===== src/rtl/branch_pred_bht.sv =====
// Branch history table of 2-bit saturating counters with mispredict flagging.
// Optional `BP_STATS_EN adds resolved-branch and mispredict counters.
module branch_pred_bht #(
    parameter int         PC_W    = 32,
    parameter int         IDX_W   = 4,
    parameter logic [1:0] INIT_ST = 2'b01,
    parameter int         STAT_W  = 32
) (
    input  logic              clk,
    input  logic              rst_n,
    input  logic [PC_W-1:0]   lk_pc,
    output logic              pred_pcsrc,
    input  logic              upd_valid,
    input  logic [PC_W-1:0]   upd_pc,
    input  logic              act_pcsrc,
    input  logic              upd_pred,
    output logic              mispredict,
    output logic              recover_sel
`ifdef BP_STATS_EN
    ,
    output logic [STAT_W-1:0] stat_br,
    output logic [STAT_W-1:0] stat_miss
`endif
);

    localparam int DEPTH = 2 ** IDX_W;

    logic [1:0]       cnt [DEPTH];
    logic [IDX_W-1:0] lk_idx;
    logic [IDX_W-1:0] upd_idx;
    logic [1:0]       cur_cnt;
    logic [1:0]       nxt_cnt;
    logic             mis_d;
    logic             rec_d;
    logic             unused_pc_bits;

    assign lk_idx  = lk_pc[IDX_W+1:2];
    assign upd_idx = upd_pc[IDX_W+1:2];

    // Word-aligned PCs with no tag: offset and upper bits never matter.
    assign unused_pc_bits = ^{lk_pc[PC_W-1:IDX_W+2], lk_pc[1:0],
                              upd_pc[PC_W-1:IDX_W+2], upd_pc[1:0]};

    // Lookup reads the table directly; same-cycle updates are not bypassed.
    assign pred_pcsrc = cnt[lk_idx][1];

    // Saturating step of the counter being trained.
    always_comb begin
        cur_cnt = cnt[upd_idx];
        nxt_cnt = cur_cnt;
        if (act_pcsrc) begin
            if (cur_cnt != 2'b11) nxt_cnt = cur_cnt + 2'd1;
        end else begin
            if (cur_cnt != 2'b00) nxt_cnt = cur_cnt - 2'd1;
        end
    end

    // Mispredict condition and the matching recovery select.
    always_comb begin
        mis_d = upd_valid & (act_pcsrc ^ upd_pred);
        rec_d = upd_valid & ~act_pcsrc & upd_pred;
    end

    // Counter table: reset to INIT_ST, trained by resolved branches.
    always_ff @(posedge clk or negedge rst_n) begin
        if (!rst_n) begin
            for (int i = 0; i < DEPTH; i++) cnt[i] <= INIT_ST;
        end else if (upd_valid) begin
            cnt[upd_idx] <= nxt_cnt;
        end
    end

    // Registered one-cycle mispredict pulse and recovery select.
    always_ff @(posedge clk or negedge rst_n) begin
        if (!rst_n) begin
            mispredict  <= 1'b0;
            recover_sel <= 1'b0;
        end else begin
            mispredict  <= mis_d;
            recover_sel <= rec_d;
        end
    end

`ifdef BP_STATS_EN
    // Free-running statistics; wrap naturally at 2**STAT_W.
    always_ff @(posedge clk or negedge rst_n) begin
        if (!rst_n) begin
            stat_br   <= '0;
            stat_miss <= '0;
        end else begin
            if (upd_valid) stat_br   <= stat_br + 1'b1;
            if (mis_d)     stat_miss <= stat_miss + 1'b1;
        end
    end
`endif

endmodule

===== config.mk =====
export PLATFORM = sky130hd
export DESIGN_NAME = branch_pred_bht
export DESIGN_NICKNAME = d
export VERILOG_FILES = /design/src/rtl/branch_pred_bht.sv
export SDC_FILE = /design/constraint.sdc
export NUM_CORES = 1
export LEC_CHECK = 0
export CAP_MARGIN = 15
export CORE_ASPECT_RATIO = 0.8
export CORE_MARGIN = 4
export CORE_UTILIZATION = 39
export CTS_BUF_LIST = sky130_fd_sc_hd__clkbuf_4 sky130_fd_sc_hd__clkbuf_8 sky130_fd_sc_hd__clkbuf_16
export CTS_CLUSTER_DIAMETER = 80
export CTS_CLUSTER_SIZE = 14
export DETAILED_ROUTE_END_ITERATION = 10
export GPL_TIMING_DRIVEN = 0
export HOLD_SLACK_MARGIN = 0.12
export PLACE_DENSITY = 0.73
export SLEW_MARGIN = 20
export SYNTH_ARGS = -nofsm -noshare
export SYNTH_HDL_FRONTEND = slang
export SYNTH_SLANG_ARGS = --single-unit

===== constraint.sdc =====
create_clock -name clk -period 4.3 [get_ports clk]
set_clock_uncertainty 0.05 [all_clocks]
set_input_delay 0.43 -clock clk [delete_from_list [all_inputs] [get_ports clk]]
set_output_delay 0.43 -clock clk [all_outputs]
set_load 0.01 [all_outputs]

---- After elaboration in Yosys (flattened, before gate mapping) ----
Cells that the tools add are included.
operators by class
  $add $sub $neg .......................... 2
  $lt $le $gt $ge ......................... 3
  equal/unequal tests ..................... 1
  multiplexer cells ....................... 12
  bitwise logic cells ..................... 7
  reduce and logical (&&, ||, !) cells .... 2
operators with widths
  kind                                                                  number
  32-bit bitwise mux                                                    1
  2-bit binary-select mux with 4-bit select                             2
  2-bit 2-to-1 mux                                                      8
  5-bit greater-or-equal comparator, second input constant              2
  4-bit inverter with 5-bit output                                      2
  2-bit demux with 4-bit select                                         1
  5-bit by 1-bit < comparator with 1-bit output, second input constant  1
  1-bit AND                                                             3
  2-bit by 1-bit adder with 2-bit output, second input constant         1
  2-bit != test, second input constant                                  1
  2-bit nonzero test                                                    1
  2-bit by 1-bit subtractor with 2-bit output, second input constant    1
  1-bit logical AND                                                     1
  1-bit inverter                                                        1
  1-bit XOR                                                             1
word-level totals
  register bits ........................... 34
  input port bits ......................... 69
  output and inout port bits .............. 3
  logic and storage cells ................. 45

---- Depth between registers and ports, before layout ----
  word-level depth ........................ 8
  mapped depth ............................ 6
  mapped depth without buffers ............ 4

---- Worst setup path after synthesis ----
OpenSTA, ideal clock, no wires.
  kind .................................... input -> register
  from .................................... input port upd_pc[3]
  to ...................................... register cnt[13] in the netlist's numbering
  setup time .............................. 0.125 ns
  data arrival time ....................... 2.084 ns
  setup slack ............................. 2.041 ns
  cell stages on the path ................. 6
  path through ............................ buf_4 > buf_6 > mux4_2 > mux2_2 > maj3_2 > mux2_2
on the way
  word-level cells in the longest chain between the ends .. 8
  elaborated cells between the ends (all ways) .. 17
  those cells by class .................... add/sub (2); order compare (2); eq/ne (1); mux (9); bitwise (1); reduce/logical (2)
RTL lines
  what                                                                 RTL line  text
  start, declared                                                      14        input logic [PC_W-1:0] upd_pc,
  4-bit inverter with 5-bit output (implied by the code) (*)           49, 69
  2-bit binary-select mux with 4-bit select                            49        cur_cnt = cnt[upd_idx];
  2-bit 2-to-1 mux (implied by the code) (2 in a row)                  49
  2-bit by 1-bit subtractor with 2-bit output (tied with other cells)  54        if (cur_cnt != 2'b00) nxt_cnt = cur_cnt - 2'd1;
  2-bit 2-to-1 mux (on tied branches)                                  54, 52
  2-bit 2-to-1 mux                                                     51        if (act_pcsrc) begin
  32-bit bitwise mux (*)                                               69        cnt[upd_idx] <= nxt_cnt;
  end signal, assigned by index                                        69
  end, declared                                                        28        logic [1:0] cnt [DEPTH];
Every way passes the cells marked *; elsewhere a longest branch is shown, timed or not. The select of a mux whose other input is x is not followed.
A chain may end at the register's enable or synchronous reset.

---- Worst setup path in the final report ----
  from .................................... input port lk_pc[2]
  to ...................................... output port pred_pcsrc
on the way
  word-level cells in the longest chain between the ends .. 4
RTL lines
  what                                                    RTL line  text
  start, declared                                         11        input logic [PC_W-1:0] lk_pc,
  4-bit inverter with 5-bit output (implied by the code)  45        assign pred_pcsrc = cnt[lk_idx][1];
  2-bit binary-select mux with 4-bit select               45
  2-bit 2-to-1 mux (implied by the code) (2 in a row)     45
  end, declared                                           12        output logic pred_pcsrc,
No other way between the ends. The select of a mux whose other input is x is not followed.

==> impl_metrics.json <==
{
  "fin_crit_ns": 3.054,
  "dp_hpwl_microns": 2719,
  "crit_arrival_ns": 2.57,
  "cts_buffer_depth": 2,
  "synth_top_cell_by_area": "dfrtp_1",
  "cts_resized": 0,
  "setup_tns_ns": 0,
  "die_h_microns": 68.80,
  "clk_pin_slew_ns": 0.08,
  "area_delta_synth_final_pct": 17.57,
  "syn_avg_cell_area_sq_um": 15.01,
  "cp_max_fo": 4,
  "antenna_left": 0,
  "crit_path_end_kind": "output port",
  "port_buffers": 13,
  "overflow": 0,
  "finalMaxSlewViolations": 0,
  "dp.cells": 190,
  "ys_top_cells_by_area": "dfrtp_1, dfstp_2, mux2_2",
  "p_int_uw": 846.1,
  "slew_headroom": 0.5044,
  "power_leakage_nw": 0.8598,
  "h-tree-depth": 2,
  "antenna_found_initial": 0,
  "post-route-period-util": 0.7102,
  "design.portCount": 72,
  "yosysSeqAreaShare": 0.4833,
  "cts_buffers": 5,
  "yosys_warnings": 0,
  "grt_pass1_wl_microns": 5927,
  "status": "finished, final reports clean",
  "whs_ns": 0.1519,
  "synth_area_sq_um": 1802,
  "numClockSinks": 34,
  "wl_per_cell_microns": 18.15,
  "worst_path_max_delay_cell": "clkdlybuf4s50_1",
  "dieArea_sq_um": 5778,
  "grt_use_total": 0.1363,
  "clock_latency_ns": 0.29,
  "drcViolationCount": 0,
  "ir_drop_uv": 211.8,
  "cts_tree": "done",
  "final_area_sq_um": 2118,
  "synth_top_area_share": 0.2500,
  "holdCritPathClass": "in -> async",
  "synth_ff_type": "dfrtp_1",
  "std_cell_rows": 21,
  "p_seq_frac": 0.462,
  "p_comb_frac": 0.266,
  "placed_cell_area_sq_um": 1998,
  "final-setup-viol-count": 0,
  "synth_edf_count": 0,
  "r2r_slack_ns": 2.19,
  "antenna_cells": 0,
  "synth_seq_cells": 34,
  "syn_inst": 120,
  "fin_cells": 198,
  "drtPass1Iterations": 4,
  "yosysMostFrequentCell": "mux2_2",
  "p_sw_frac": 0.2552,
  "maxCapViolations": 0,
  "die_w_microns": 83.99,
  "critical_path_buf_inv_count": 2,
  "worst_pin_slew_ns": 0.7433,
  "critPathKind": "in -> out",
  "finalWirelength_microns": 3594,
  "pre_cts_ws_ns": 1.224,
  "via_per_inst": 5.551,
  "p_total_mw": 1.136,
  "drtIter0Drc": 71,
  "start_util": 0.4181,
  "final_core_util": 0.4916,
  "required_ns": 3.82,
  "layout-drive-gt1-share": 0.5532,
  "critical_path.top_delay_family": "buffers and inverters",
  "first_global_vias": 1161,
  "cts_root_buf": "clkbuf_8",
  "power_density_nw_per_um2": 536.3,
  "ctsHoldBuffers": 0,
  "synth_nets": 189,
  "startpoint_type": "primary input",
  "synthArstFlopShare": 1.000,
  "yosysUniqueCellTypes": 22,
  "grt_max_degree": 35,
  "cts_setup_buffers": 0,
  "vias": 1099,
  "rsz0062_at_grt": "no",
  "synth_common_cells": "mux2_2, dfrtp_1, dfstp_2, mux4_2, nor2_1",
  "finalNetCount": 209,
  "finalWeightedCongestion": 0.8945,
  "clock.fmax_mhz": 327.4,
  "report.final.hold_viol_count": 0,
  "core-area_sq_um": 4309,
  "p_clk_frac": 0.272,
  "setup_slack_ns": 1.246,
  "max_stage_delay_ns": 0.63,
  "path_cells": "clkdlybuf4s50_1 -> mux4_2 -> mux4_2 -> clkdlybuf4s50_1",
  "power.switching_uw": 289.9
}
[sequential cells by signal (all words and copies together), names as in the netlist]
signal,count
cnt,32
mispredict,1
recover_sel,1
[cells in the final DEF, fill, tap and decap left out, types with 2 or more instances in the layout]
cell,instances
nand2_1,2
nor2_1,10
mux4_2,13
mux2_2,36
clkbuf_8,6
or3_1,2
clkdlybuf4s50_1,12
nand3_1,2
dfrtp_1,18
nand2b_1,4
dfstp_2,16
maj3_2,2
mux2i_1,2
maj3_1,2
nand3b_1,2
[power by group through the flow]
| stage | combinational [mW] | sequential (mW) | clock [mW] |
|---|---|---|---|
| floorplan | 0.234 | 0.506 | 0 |
| global placement | 0.290 | 0.522 | 0 |
| detailed placement | 0.303 | 0.529 | 0 |
| CTS | 0.305 | 0.525 | 0.313 |
| global route | 0.328 | 0.537 | 0.327 |
| finish | 0.302 | 0.525 | 0.309 |
[area by class of cell]
class / count / area [sq um]
fill: 376 / 2191
buffer: 4 / 26.28
tap: 57 / 71.32
clock inverter: 1 / 30.03
multi-input combinational: 82 / 904.6
timing repair buffer: 13 / 125.1
clock buffer: 7 / 90.09
sequential: 34 / 870.8
[kinds of logic after synthesis]
logic type	Yosys count	synth area share
xor+xnor	1	0.004862
mux	51	0.3986
simple gates	26	0.07500
flops	34	0.4833
fa+ha+maj	4	0.02361
buf+inv	4	0.01458
[worst paths after layout]
path	start	end	depth (start not counted)
setup reg to reg	cnt[17]	cnt[17]	4
setup / recovery	lk_pc[2]	pred_pcsrc	4
hold / removal	rst_n	cnt[11]	1
max in group asynchronous	rst_n	cnt[31]	1
min in group clk	cnt[21]	cnt[21]	1
hold reg to reg	cnt[21]	cnt[21]	1
[routing by layer]
metal | global-route usage | wire (microns) | up-vias
li1 | - | - | 498
met1 | 0.1862 | 1719 | 567
met2 | 0.2113 | 1691 | 31
met3 | 0.03682 | 159 | 3
met4 | 0.05020 | 24 | 0
met5 | 0 | 0 | -
Power figures use the tool's default switching activity.
